<file path="src/rtl/axis_buf_pkg.sv">
// Shared sizing helpers for the AXI-Stream buffer: depth, counter and RAM entry widths.
package axis_buf_pkg;

   function automatic int clog2(input int value);
      int r;
      r = 0;
      while ((1 << r) < value) r++;
      return r;
   endfunction

   function automatic int depth_of(input int addr_width);
      return 1 << addr_width;
   endfunction

   // One RAM entry holds {tlast, tstrb, tdata}.
   function automatic int entry_w(input int data_width);
      return data_width + data_width / 8 + 1;
   endfunction

endpackage

</file>
<file path="src/rtl/axis_stream_buffer_if.sv">
// AXI-Stream handshake bundle; master drives payload/valid, slave drives ready.
interface axis_stream_buffer_if #(
   parameter int DATA_WIDTH = 32
);
   logic [DATA_WIDTH-1:0]   tdata;
   logic [DATA_WIDTH/8-1:0] tstrb;
   logic                    tvalid;
   logic                    tlast;
   logic                    tready;

   modport master (output tdata, tstrb, tvalid, tlast, input tready);
   modport slave  (input tdata, tstrb, tvalid, tlast, output tready);
endinterface

</file>
<file path="src/rtl/axis_buf_ram.sv">
// Simple dual-port RAM; the read register doubles as the stream output register.
module axis_buf_ram
   import axis_buf_pkg::*;
#(
   parameter int ADDR_WIDTH = 4,
   parameter int WIDTH      = 37
) (
   input  logic                  clk,
   input  logic                  rst,
   input  logic                  we,
   input  logic [ADDR_WIDTH-1:0] waddr,
   input  logic [WIDTH-1:0]      wdata,
   input  logic                  re,
   input  logic [ADDR_WIDTH-1:0] raddr,
   output logic [WIDTH-1:0]      rdata
);
   localparam int DEPTH = depth_of(ADDR_WIDTH);

   logic [WIDTH-1:0] mem [DEPTH];

   always_ff @(posedge clk) begin
      if (we) mem[waddr] <= wdata;
   end

   always_ff @(posedge clk) begin
      if (rst)     rdata <= '0;
      else if (re) rdata <= mem[raddr];
   end
endmodule

</file>
<file path="src/rtl/axis_stream_buffer.sv">
// Single-clock AXI-Stream buffer with full backpressure and optional store-and-forward
// packet release; pointers, counters and release logic live here, storage in axis_buf_ram.
module axis_stream_buffer
   import axis_buf_pkg::*;
#(
   parameter int DATA_WIDTH  = 32,
   parameter int ADDR_WIDTH  = 4,
   parameter int PACKET_MODE = 0
) (
   input  logic                  axis_aclk,
   input  logic                  axis_areset,
   axis_stream_buffer_if.slave   s_axis,
   axis_stream_buffer_if.master  m_axis,
   output logic [ADDR_WIDTH:0]   level,
   output logic                  oversize
);
   localparam int DEPTH   = depth_of(ADDR_WIDTH);
   localparam int STRB_W  = DATA_WIDTH / 8;
   localparam int ENTRY_W = entry_w(DATA_WIDTH);
   localparam int CNT_W   = clog2(DEPTH) + 1;
   localparam logic [CNT_W-1:0] DEPTH_C = CNT_W'(DEPTH);
   localparam logic [CNT_W-1:0] ONE_C   = CNT_W'(1);

   logic [CNT_W-1:0]   wr_ptr, rd_ptr, ram_cnt, pkt_cnt;
   logic [DEPTH-1:0]   last_map;
   logic [ENTRY_W-1:0] wr_entry, rd_entry;
   logic               wr_en, load, avail, head_last, out_vld, force_release, stuck;

   // Pointers carry one extra bit so full and empty are distinguishable.
   assign ram_cnt        = wr_ptr - rd_ptr;
   assign s_axis.tready  = !axis_areset && (ram_cnt != DEPTH_C);
   assign wr_en          = s_axis.tvalid && s_axis.tready;
   assign head_last      = last_map[rd_ptr[ADDR_WIDTH-1:0]];
   assign avail          = (ram_cnt != '0) &&
                           ((PACKET_MODE == 0) || (pkt_cnt != '0) || force_release);
   assign load           = avail && (!out_vld || m_axis.tready);
   // A full RAM with no complete packet inside can never release on its own.
   assign stuck          = (PACKET_MODE != 0) && (ram_cnt == DEPTH_C) && (pkt_cnt == '0);
   assign wr_entry       = {s_axis.tlast, s_axis.tstrb, s_axis.tdata};

   always_ff @(posedge axis_aclk) begin
      if (axis_areset) begin
         wr_ptr        <= '0;
         rd_ptr        <= '0;
         pkt_cnt       <= '0;
         out_vld       <= 1'b0;
         force_release <= 1'b0;
         oversize      <= 1'b0;
      end else begin
         if (wr_en) wr_ptr <= wr_ptr + ONE_C;
         if (load)  rd_ptr <= rd_ptr + ONE_C;

         case ({wr_en && s_axis.tlast, load && head_last})
            2'b10:   pkt_cnt <= pkt_cnt + ONE_C;
            2'b01:   pkt_cnt <= pkt_cnt - ONE_C;
            default: pkt_cnt <= pkt_cnt;
         endcase

         if (load)                out_vld <= 1'b1;
         else if (m_axis.tready)  out_vld <= 1'b0;

         if (stuck) begin
            force_release <= 1'b1;
            oversize      <= 1'b1;
         end else if (load && head_last) begin
            force_release <= 1'b0;
         end
      end
   end

   // tlast shadow so the release logic knows the head beat's tlast before it is read out.
   always_ff @(posedge axis_aclk) begin
      if (wr_en) last_map[wr_ptr[ADDR_WIDTH-1:0]] <= s_axis.tlast;
   end

   axis_buf_ram #(
      .ADDR_WIDTH (ADDR_WIDTH),
      .WIDTH      (ENTRY_W)
   ) u_ram (
      .clk   (axis_aclk),
      .rst   (axis_areset),
      .we    (wr_en),
      .waddr (wr_ptr[ADDR_WIDTH-1:0]),
      .wdata (wr_entry),
      .re    (load),
      .raddr (rd_ptr[ADDR_WIDTH-1:0]),
      .rdata (rd_entry)
   );

   assign m_axis.tdata  = rd_entry[DATA_WIDTH-1:0];
   assign m_axis.tstrb  = rd_entry[DATA_WIDTH +: STRB_W];
   assign m_axis.tlast  = rd_entry[ENTRY_W-1];
   assign m_axis.tvalid = out_vld;
   assign level         = ram_cnt + CNT_W'(out_vld);
endmodule
</file>
<file path="src/flat_wrapper.sv">
// flat-port wrapper written by rule: the top's interface ports become plain ports
module axis_stream_buffer_flat import axis_buf_pkg::*;
#(
   parameter int DATA_WIDTH  = 32,
   parameter int ADDR_WIDTH  = 4,
   parameter int PACKET_MODE = 0
)
  (axis_aclk, axis_areset, level, oversize, s_axis_tdata, s_axis_tstrb, s_axis_tvalid, s_axis_tlast, s_axis_tready, m_axis_tdata, m_axis_tstrb, m_axis_tvalid, m_axis_tlast, m_axis_tready);
  axis_stream_buffer_if #(.DATA_WIDTH(DATA_WIDTH)) s_axis_i ();
  axis_stream_buffer_if #(.DATA_WIDTH(DATA_WIDTH)) m_axis_i ();
  input  logic axis_aclk;
  input  logic axis_areset;
  output logic [ADDR_WIDTH:0] level;
  output logic oversize;
  input wire logic [$bits(s_axis_i.tdata)-1:0] s_axis_tdata;
  input wire logic [$bits(s_axis_i.tstrb)-1:0] s_axis_tstrb;
  input wire logic [$bits(s_axis_i.tvalid)-1:0] s_axis_tvalid;
  input wire logic [$bits(s_axis_i.tlast)-1:0] s_axis_tlast;
  output wire logic [$bits(s_axis_i.tready)-1:0] s_axis_tready;
  output wire logic [$bits(m_axis_i.tdata)-1:0] m_axis_tdata;
  output wire logic [$bits(m_axis_i.tstrb)-1:0] m_axis_tstrb;
  output wire logic [$bits(m_axis_i.tvalid)-1:0] m_axis_tvalid;
  output wire logic [$bits(m_axis_i.tlast)-1:0] m_axis_tlast;
  input wire logic [$bits(m_axis_i.tready)-1:0] m_axis_tready;
  assign s_axis_i.tdata = s_axis_tdata;
  assign s_axis_i.tstrb = s_axis_tstrb;
  assign s_axis_i.tvalid = s_axis_tvalid;
  assign s_axis_i.tlast = s_axis_tlast;
  assign s_axis_tready = s_axis_i.tready;
  assign m_axis_tdata = m_axis_i.tdata;
  assign m_axis_tstrb = m_axis_i.tstrb;
  assign m_axis_tvalid = m_axis_i.tvalid;
  assign m_axis_tlast = m_axis_i.tlast;
  assign m_axis_i.tready = m_axis_tready;
  axis_stream_buffer #(.DATA_WIDTH(DATA_WIDTH), .ADDR_WIDTH(ADDR_WIDTH), .PACKET_MODE(PACKET_MODE)) u_core (.axis_aclk(axis_aclk), .axis_areset(axis_areset), .s_axis(s_axis_i), .m_axis(m_axis_i), .level(level), .oversize(oversize));
endmodule
</file>
<file path="config.mk">
export PLATFORM = sky130hd
export DESIGN_NAME = axis_stream_buffer_flat
export DESIGN_NICKNAME = d
export VERILOG_FILES = /design/src/rtl/axis_buf_pkg.sv /design/src/rtl/axis_stream_buffer_if.sv /design/src/rtl/axis_buf_ram.sv /design/src/rtl/axis_stream_buffer.sv /design/src/flat_wrapper.sv
export SDC_FILE = /design/constraint.sdc
export NUM_CORES = 1
export LEC_CHECK = 0
export ABC_CLOCK_PERIOD_IN_PS = 9200
export BUFFER_PORTS_ARGS = -buffer_cell sky130_fd_sc_hd__buf_4
export CAP_MARGIN = 5
export CORE_UTILIZATION = 55
export DETAILED_ROUTE_END_ITERATION = 10
export PLACE_DENSITY = 0.72
export SKIP_CTS_REPAIR_TIMING = 1
export SLEW_MARGIN = 20
export SYNTH_ARGS = -nofsm -noshare
export SYNTH_HDL_FRONTEND = slang
export SYNTH_SLANG_ARGS = --single-unit
</file>
<file path="constraint.sdc">
create_clock -name axis_aclk -period 9.2 [get_ports axis_aclk]
set_input_delay 1.84 -clock axis_aclk [delete_from_list [all_inputs] [get_ports axis_aclk]]
set_output_delay 1.84 -clock axis_aclk [all_outputs]
set_load 0.01 [all_outputs]
</file>
; Word-level counts from Yosys, hierarchy flattened
; Memory sizes are Yosys's and may differ from the RTL's. A register that Yosys moved wholly into a read port is not among the register bits.
; Cells that the tools add are included.
[totals]
reg_bits = 11
ram_bits = 592
input_bits = 41
memories = 1
[mem_list]
columns = name, words, word_bits, read_ports, rd_ports_with_merged_regs, write_ports, line_no
row1 = u_core.u_ram.mem, 16, 37, 1, 1, 1, axis_buf_ram.sv:19  ; logic [WIDTH-1:0] mem [DEPTH];
[classes]
addsub = 4
n_eq_ne = 1
n_mux = 4
n_reduce_logical = 8
[ops]
columns = operator, n
row1 = 5-bit by 1-bit adder with 5-bit output (second input constant), 2
row2 = 5-bit by 1-bit adder with 5-bit output, 1
row3 = 5-bit inequality test (second input constant), 1
row4 = 5-bit nonzero test, 1
row5 = 5-bit subtractor, 1
row6 = 1-bit two-way mux, 4
row7 = 1-bit logical AND, 3
row8 = 1-bit zero test, 2
row9 = 2-bit nonzero test, 1
row10 = 1-bit logical OR, 1

; Logic depth before layout (Yosys ltp)
; Gate-level depths: netlist of run 1.
[depth]
ltp_word = 6
depth_mapped = 12
depth_no_buf = 9

; By module
; A second synthesis of run 1 with hierarchy kept.
[unflattened]
hier_cells = 1500
area_unflattened_um2 = 24871.4
[modules_own_cells]
columns = mod, n_inst, cells_per_inst, area_per_inst_um2
row1 = axis_buf_ram, 1, 1400, 23970.5
row2 = axis_stream_buffer, 1, 100, 900.9

; Worst setup path before layout of run 1
; No wires, ideal clock.
[synth_timing]
kind = in2reg
from = input port axis_areset
to = memory u_core.u_ram.mem[0][0], enable pin
setup_ps = 524
arrival_ps = 5926
t_required_ps = 8676
slack_ps = 2750
path_stages = 4
n_path_buf = 2
cell_sequence = clkbuf_1 or2_1 buf_4 nor4_1
[synth_between]
elab_chain_cells = 5
[synth_lines]
columns = element, line_no
row1 = start: declaration, flat_wrapper.sv:12  ; input logic axis_areset;
row2 = 1-bit zero test, axis_stream_buffer.sv:31  ; assign s_axis.tready = !axis_areset && (ram_cnt != DEPTH_C);
row3 = 1-bit logical AND, axis_stream_buffer.sv:31
row4 = 1-bit logical AND, axis_stream_buffer.sv:32  ; assign wr_en = s_axis.tvalid && s_axis.tready;
row5 = 1-bit two-way mux, axis_buf_ram.sv:22  ; if (we) mem[waddr] <= wdata;
row6 = 1-bit two-way mux (implied by the code), axis_buf_ram.sv:22
row7 = end: declaration, axis_buf_ram.sv:19
; Every way passes these cells.

; Worst setup path in the final report of run 1
[layout_timing]
from = register u_core.rd_ptr[0]
to = output port s_axis_tready
[layout_between]
elab_chain_cells = 3
[layout_lines]
columns = element, line_no
row1 = start: declaration, axis_stream_buffer.sv:24  ; logic [CNT_W-1:0] wr_ptr, rd_ptr, ram_cnt, pkt_cnt;
row2 = start signal: assignment, axis_stream_buffer.sv:51  ; if (load) rd_ptr <= rd_ptr + ONE_C;
row3 = 5-bit subtractor, axis_stream_buffer.sv:30  ; assign ram_cnt = wr_ptr - rd_ptr;
row4 = 5-bit inequality test, axis_stream_buffer.sv:31
row5 = 1-bit logical AND, axis_stream_buffer.sv:31
row6 = end: declaration, flat_wrapper.sv:19  ; output wire logic [$bits(s_axis_i.tready)-1:0] s_axis_tready;
; Every way passes these cells.

==> run summary, run 1 <==
Status - finished, final reports clean
First-pass iteration count of the detailed router - 5
Routed Antenna Nets - 0
CP arrival - 4150 ps
Final Wtd Congestion - 0.751
Worst vdd ir - 0.000258 V
Wire per inst - 26.8 microns
GR Overflow Total - 0
Sequential-to-total area share from yosys stat - 0.766
Crit. End Element - primary output
DP HPWL - 26.1 mm
Setup CP Type - reg -> out
Core Box Area - 0.0435 sq mm
Fin. max-slew vios - 0
Crit path time final - 5990 ps
Critical Path Source - u_core.rd_ptr[0]$_SDFFE_PP0P_
Seq cells post-synth - 640
Post-synth top flop - edfxtp_1
Logic gate share of total power - 0.200
CTS Buf Count - 60
IO Count - 86
Diode count - 0
Final setup fails - 0
Mapped cell area - 0.0245 sq mm
Sw frac - 0.259
Max Clk Rate - 167 MHz
# clock sinks - 640
Slew headroom - 0.251
Clock skew - 26.0 ps
Std cell rows - 76
Post-route setup slack - 3210 ps
Commonest non-fill, non-tap cell in the layout - edfxtp_1
First-pass GRT wire length - 77.0 mm
Commonest non-fill, non-tap cells in the layout - 592 x edfxtp_1, 147 x mux4_2, 117 x buf_4
Worst-path clk slew - 60 ps
Worst path cell trace - ha_1, inv_1, fa_1, nor3b_1, nand4b_4, a211oi_4, or2_1, inv_1, buf_4
Port buffer count - 84
Layout cells sized above 1 - 0.288
Cells after Synth - 1168
Die area - 0.0453 sq mm
R2r setup slk - 5040 ps
Tot GR Track Use - 0.236
CP endpoint - s_axis_tready
P per Cell Area - 261 mW/mm^2
Area growth syn-to-layout - 13.1%
Switching pwr - 1.87 mW
Final cycle utilization of the critical path - 0.651
Number of flops mapped to enable cells by yosys - 592
Initial Utilization - 0.563
Worst reg2reg path startpoint - u_core.rd_ptr[0]$_SDFFE_PP0P_
Post-synthesis async set-or-reset flop share - 0
FF-to-FF path depth - 9
Max-Cap Viols - 0
Initial DRC count - 1067
Crit Path Max Fanout - 26
Syn_area_per_cell - 20.9 sq um
Crit-path max cell delay - 750 ps
# nets final - 1325
Worst hold start - u_core.u_ram.rdata[13]$_SDFFE_PP0P_
Pin count of the biggest net entering global routing - 75
Clk buf depth - 3
Dpl ws - 3890 ps
Vias in the first global route - 12300
Measured slew at the worst slew-check pin - 1120 ps
Residual DRC - 0
Seq pwr share - 0.471
Leakage - 8.68 nW
RSZ-0062 raised after global routing - no
Hold crit path type - reg -> reg
Crit path top cell by count - inv_1
Internal - 5.35 mW
CTS tree - yes
Post-Syn Nets - 1221
Setup TNS - 0 ps
Drt total wl - 51.1 mm
Worst setup SP type - register
Yosys warns - 0
Initial antenna violation count - 0
Final Hold Fails - 0
Cell at the slowest stage of the critical path - or2_1
Total power draw - 7.21 mW
H-Tree Depth - 2
Die Span Y - 213 microns
Clk pwr share - 0.328
Die Width - 213 microns
Via count - 12100
Skew-Pair Late Insertion Delay - 620 ps
Netlist cell types - 46
Worst Path Required - 7360 ps
R2R Path End - u_core.u_ram.mem[13][3]$_DFFE_PP_
Vias/cell - 6.33
CTS root buf - clkbuf_16
WHS Path Cells - 2
## worst min path at each step
| stage | end |
|---|---|
| finish | u_core.u_ram.rdata[13]$_SDFFE_PP0P_ |
| global route | u_core.u_ram.rdata[13]$_SDFFE_PP0P_ |
| CTS | u_core.u_ram.rdata[3]$_SDFFE_PP0P_ |
| detailed placement | u_core.u_ram.rdata[9]$_SDFFE_PP0P_ |
| global placement | u_core.u_ram.rdata[10]$_SDFFE_PP0P_ |
| floorplan | u_core.wr_ptr[4]$_SDFFE_PP0P_ |
## logic make-up (layout without fill, tap and decap cells)
group,Yosys count,in the layout,synth area share
other,1,1,0.000153
AO/OA/AOI/OAI,168,168,0.0405
adder cells (fa/ha/maj),12,12,0.00645
XOR/XNOR,6,6,0.00246
buffers and inverters,85,239,0.0201
multiplexers,152,152,0.138
flip-flops,640,640,0.766
AND/OR/NAND/NOR,104,104,0.0266
## through the flow
stage                     cells   util  instance area [sq um]  hold WS [ps]
after floorplan            1168      -                  24500           464
after global placement     1794  0.592                  25700           461
after detailed placement   1794  0.592                  25700           468
after CTS                  1906  0.635                  27600           477
after global routing       1907  0.636                  27600           497
final                      1907  0.636                  27600           473
## layout make-up
class                      count  area (sq um)
clock buffer                  83          1670
clock inverter                29           223
fill                        2927         15800
inverter                       8          30.0
multi-input combinational    443          5330
sequential                   640         18700
tap                          585           732
timing repair buffer         119           917
## Yosys cell counts, types with 2 or more instances
library cell	count	area (sq um)
a21oi_1	45	225
buf_2	14	70.1
buf_4	12	90.1
buf_6	12	135
clkbuf_1	36	135
clkbuf_2	2	10.0
dfxtp_1	48	961
edfxtp_1	592	17800
ha_1	11	138
inv_1	8	30.0
mux2_2	2	22.5
mux2i_1	3	30.0
mux4_2	147	3310
nand2_1	9	33.8
nand2b_1	9	56.3
nand3_1	5	25.0
nand3b_1	2	15.0
nand4_1	2	12.5
nor2_1	9	33.8
nor2b_1	3	18.8
nor3_1	14	70.1
nor4_1	4	25.0
o21ai_0	35	175
o21ai_1	8	40.0
o22ai_1	72	450
or3_1	5	31.3
or4_1	37	278
xor2_1	4	35.0
## worst max-delay path, delay by kind of cell, from the launching register on
family	cells	cell delay (ps)
fa+ha+maj	2	770
compound gates	1	430
simple gates	3	1270
flops	1	700
buf+inv	3	320
## per-layer routing
layer	vias up	wire, microns	track usage
met1	6390	21700	0.342
met5	-	0	0
met2	484	25000	0.375
met4	0	1050	0.0635
li1	5121	-	-
met3	82	3330	0.0421
## registers in the layout, summed over array words and instances, names as in the netlist
signal and count:
u_core.wr_ptr 5, u_core.u_ram.mem 592, u_core.m_axis.tvalid 1, u_core.rd_ptr 5, u_core.u_ram.rdata 37
## power by group through the flow
stage | Sequential, mW | Combinational (mW) | Clock, mW
after floorplan | 3.43 | 1.08 | 0
after global placement | 3.46 | 1.42 | 0
after detailed placement | 3.46 | 1.44 | 0
after CTS | 3.40 | 1.45 | 2.40
after global routing | 3.42 | 1.57 | 2.52
final | 3.40 | 1.45 | 2.37
No activity file was read; power rests on OpenSTA's default activity.
==> run 2, diff against run 1 <==
--- a/config.mk
+++ b/config.mk
@@ -5,12 +5,12 @@
 export SDC_FILE = /design/constraint.sdc
 export NUM_CORES = 1
 export LEC_CHECK = 0
-export ABC_CLOCK_PERIOD_IN_PS = 9200
+export ABC_CLOCK_PERIOD_IN_PS = 5100
 export BUFFER_PORTS_ARGS = -buffer_cell sky130_fd_sc_hd__buf_4
 export CAP_MARGIN = 5
 export CORE_UTILIZATION = 55
 export DETAILED_ROUTE_END_ITERATION = 10
-export PLACE_DENSITY = 0.72
+export PLACE_DENSITY = 0.75
 export SKIP_CTS_REPAIR_TIMING = 1
 export SLEW_MARGIN = 20
 export SYNTH_ARGS = -nofsm -noshare
==> constraint.sdc (replaced) <==
create_clock -name axis_aclk -period 5.1 [get_ports axis_aclk]
set_input_delay 1.02 -clock axis_aclk [delete_from_list [all_inputs] [get_ports axis_aclk]]
set_output_delay 1.02 -clock axis_aclk [all_outputs]
set_load 0.01 [all_outputs]
==> run summary, run 2 (synthesis gave the netlist of run 1 again) <==
Worst path cell trace - inv_1, ha_1, inv_1, fa_1, nor3b_1, nand4b_4, a211oi_4, or2_1, inv_1, buf_4
H-Tree Depth - 2 (unchanged)
Core Util, Final - 0.640 (+0.00343)
Crit Path Max Fanout - 8 (-69%)
Core Box Area - 0.0435 sq mm (unchanged)
Leakage - 8.80 nW (+1.4%)
Area growth syn-to-layout - 13.7%
Hold slack - 476 ps (+2.27 ps)
CTS root buf - clkbuf_16
CP arrival - 3500 ps (-650 ps)
Largest reg by FF count - u_core.u_ram.mem
Port buffer count - 84 (unchanged)
Commonest non-fill, non-tap cells in the layout - 592 x edfxtp_1, 147 x mux4_2, 112 x buf_4
Worst Path Required - 4080 ps (-3280 ps)
Worst vdd ir - 0.000328 V (+27%)
First-pass iteration count of the detailed router - 5 (unchanged)
Clock skew - 9.86 ps (-16.1 ps)
Buf+Inv Stages, Crit Path - 4 (+1)
Crit path time final - 4520 ps
Worst setup SP type - register
Total power draw - 13.2 mW (+83%)
# clock sinks - 640 (unchanged)
Largest regs - u_core.u_ram.mem (592), u_core.u_ram.rdata (37)
Tot GR Track Use - 0.234 (-0.00178)
Initial Utilization - 0.563 (unchanged)
Die Width - 213 microns (unchanged)
Max Clk Rate - 221 MHz
GR Overflow Total - 0 (unchanged)
Final Wtd Congestion - 0.788 (+4.9%)
Diode count - 0 (unchanged)
Vias in the first global route - 12400 (+0.74%)
Residual DRC - 0 (unchanged)
Via count - 12200 (+0.85%)
Std cell rows - 76 (unchanged)
RSZ-0062 raised after global routing - no
Die area - 0.0453 sq mm (unchanged)
Slew headroom - 0.237 (-0.0139)
Worst-path clk slew - 60 ps (about the same)
Initial antenna violation count - 1 (+1)
Vias/cell - 6.39 (+0.91%)
DP HPWL - 26.8 mm (+2.9%)
Top Family by Delay on Critical Path - simple AND/OR/NAND/NOR gates
CTS Buf Count - 60 (unchanged)
Skew-Pair Late Insertion Delay - 610 ps (about the same)
Status - finished, final reports clean
Crit path top cell by count - inv_1
CTS tree - yes
Wire per inst - 26.9 microns (+0.35%)
First-pass GRT wire length - 76.7 mm (-0.38%)
Final setup fails - 0 (unchanged)
Die Span Y - 213 microns (unchanged)
Setup CP Type - reg -> out
Hold crit path type - reg -> reg
Max reg flops - 592 (unchanged)
Final Hold Fails - 0 (unchanged)
Drt total wl - 51.2 mm (+0.30%)
Setup TNS - 0 ps (unchanged)
P per Cell Area - 474 mW/mm^2 (+82%)
Pin count of the biggest net entering global routing - 109 (+45%)
Crit-path max cell delay - 460 ps (-290 ps)
Final cycle utilization of the critical path - 0.887
Crit. End Element - primary output
Layout cells sized above 1 - 0.294 (+0.00627)
Initial DRC count - 1195 (+12%)
# nets final - 1322 (-0.23%)
Measured slew at the worst slew-check pin - 1140 ps (+24.8 ps)
Cell at the slowest stage of the critical path - fa_1
Max-Cap Viols - 0 (unchanged)
Commonest non-fill, non-tap cell in the layout - edfxtp_1
Clk buf depth - 3 (unchanged)
Routed Antenna Nets - 0 (unchanged)
IO Count - 86 (unchanged)
Fin. max-slew vios - 0 (unchanged)
run 2: worst reg2reg max path, delay by kind of cell, from the launching register on:
family | cells | cell delay, ps
simple gates | 3 | 1460
buf+inv | 4 | 970
fa+ha+maj | 2 | 600
xor+xnor | 1 | 310
flops | 1 | 350
compound gates | 1 | 110
run 2: area by class of cell:
cell class                 instances  area, sq um
sequential                       640        18700
tap                              585          732
clock inverter                    31          297
fill                            2839        15700
clock buffer                      83         1680
inverter                           8         30.0
timing repair buffer             116          911
multi-input combinational        443         5400
run 2: metal layers:
| metal | track usage | vias up | share of wire |
|---|---|---|---|
| met4 | 0.0650 | 2 | 0.021 |
| met2 | 0.378 | 515 | 0.50 |
| met3 | 0.0419 | 90 | 0.070 |
| met1 | 0.334 | 6450 | 0.41 |
| li1 | - | 5123 | - |
| met5 | 0 | - | 0.00025 |
run 2: where the power goes:
part | internal, mW | total [mW] | switching (mW)
clock network | 2.56 | 4.43 | 1.87
registers | 5.95 | 6.05 | 0.105
logic | 1.27 | 2.70 | 1.43
total | 9.78 | 13.2 | 3.40
run 2: worst paths after layout:
path / from / to / slack, ps / cells past startpoint
max: u_core.wr_ptr[0]$_SDFFE_PP0P_ / s_axis_tready / 580 / 10
max reg2reg: u_core.wr_ptr[0]$_SDFFE_PP0P_ / u_core.u_ram.mem[6][32]$_DFFE_PP_ / 930 / 11
min: u_core.u_ram.rdata[9]$_SDFFE_PP0P_ / u_core.u_ram.rdata[9]$_SDFFE_PP0P_ / 480 / 2
min reg2reg: u_core.u_ram.rdata[9]$_SDFFE_PP0P_ / u_core.u_ram.rdata[9]$_SDFFE_PP0P_ / 480 / 2
run 2: metrics by stage:
step	instance area (sq um)	worst slack (ps)	std cells
2_1_floorplan	24500	-1310	1168
3_3_place_gp	25800	941	1790
3_5_place_dp	25800	898	1790
4_1_cts	27800	587	1904
5_1_grt	27800	397	1906
6_report	27800	578	1906
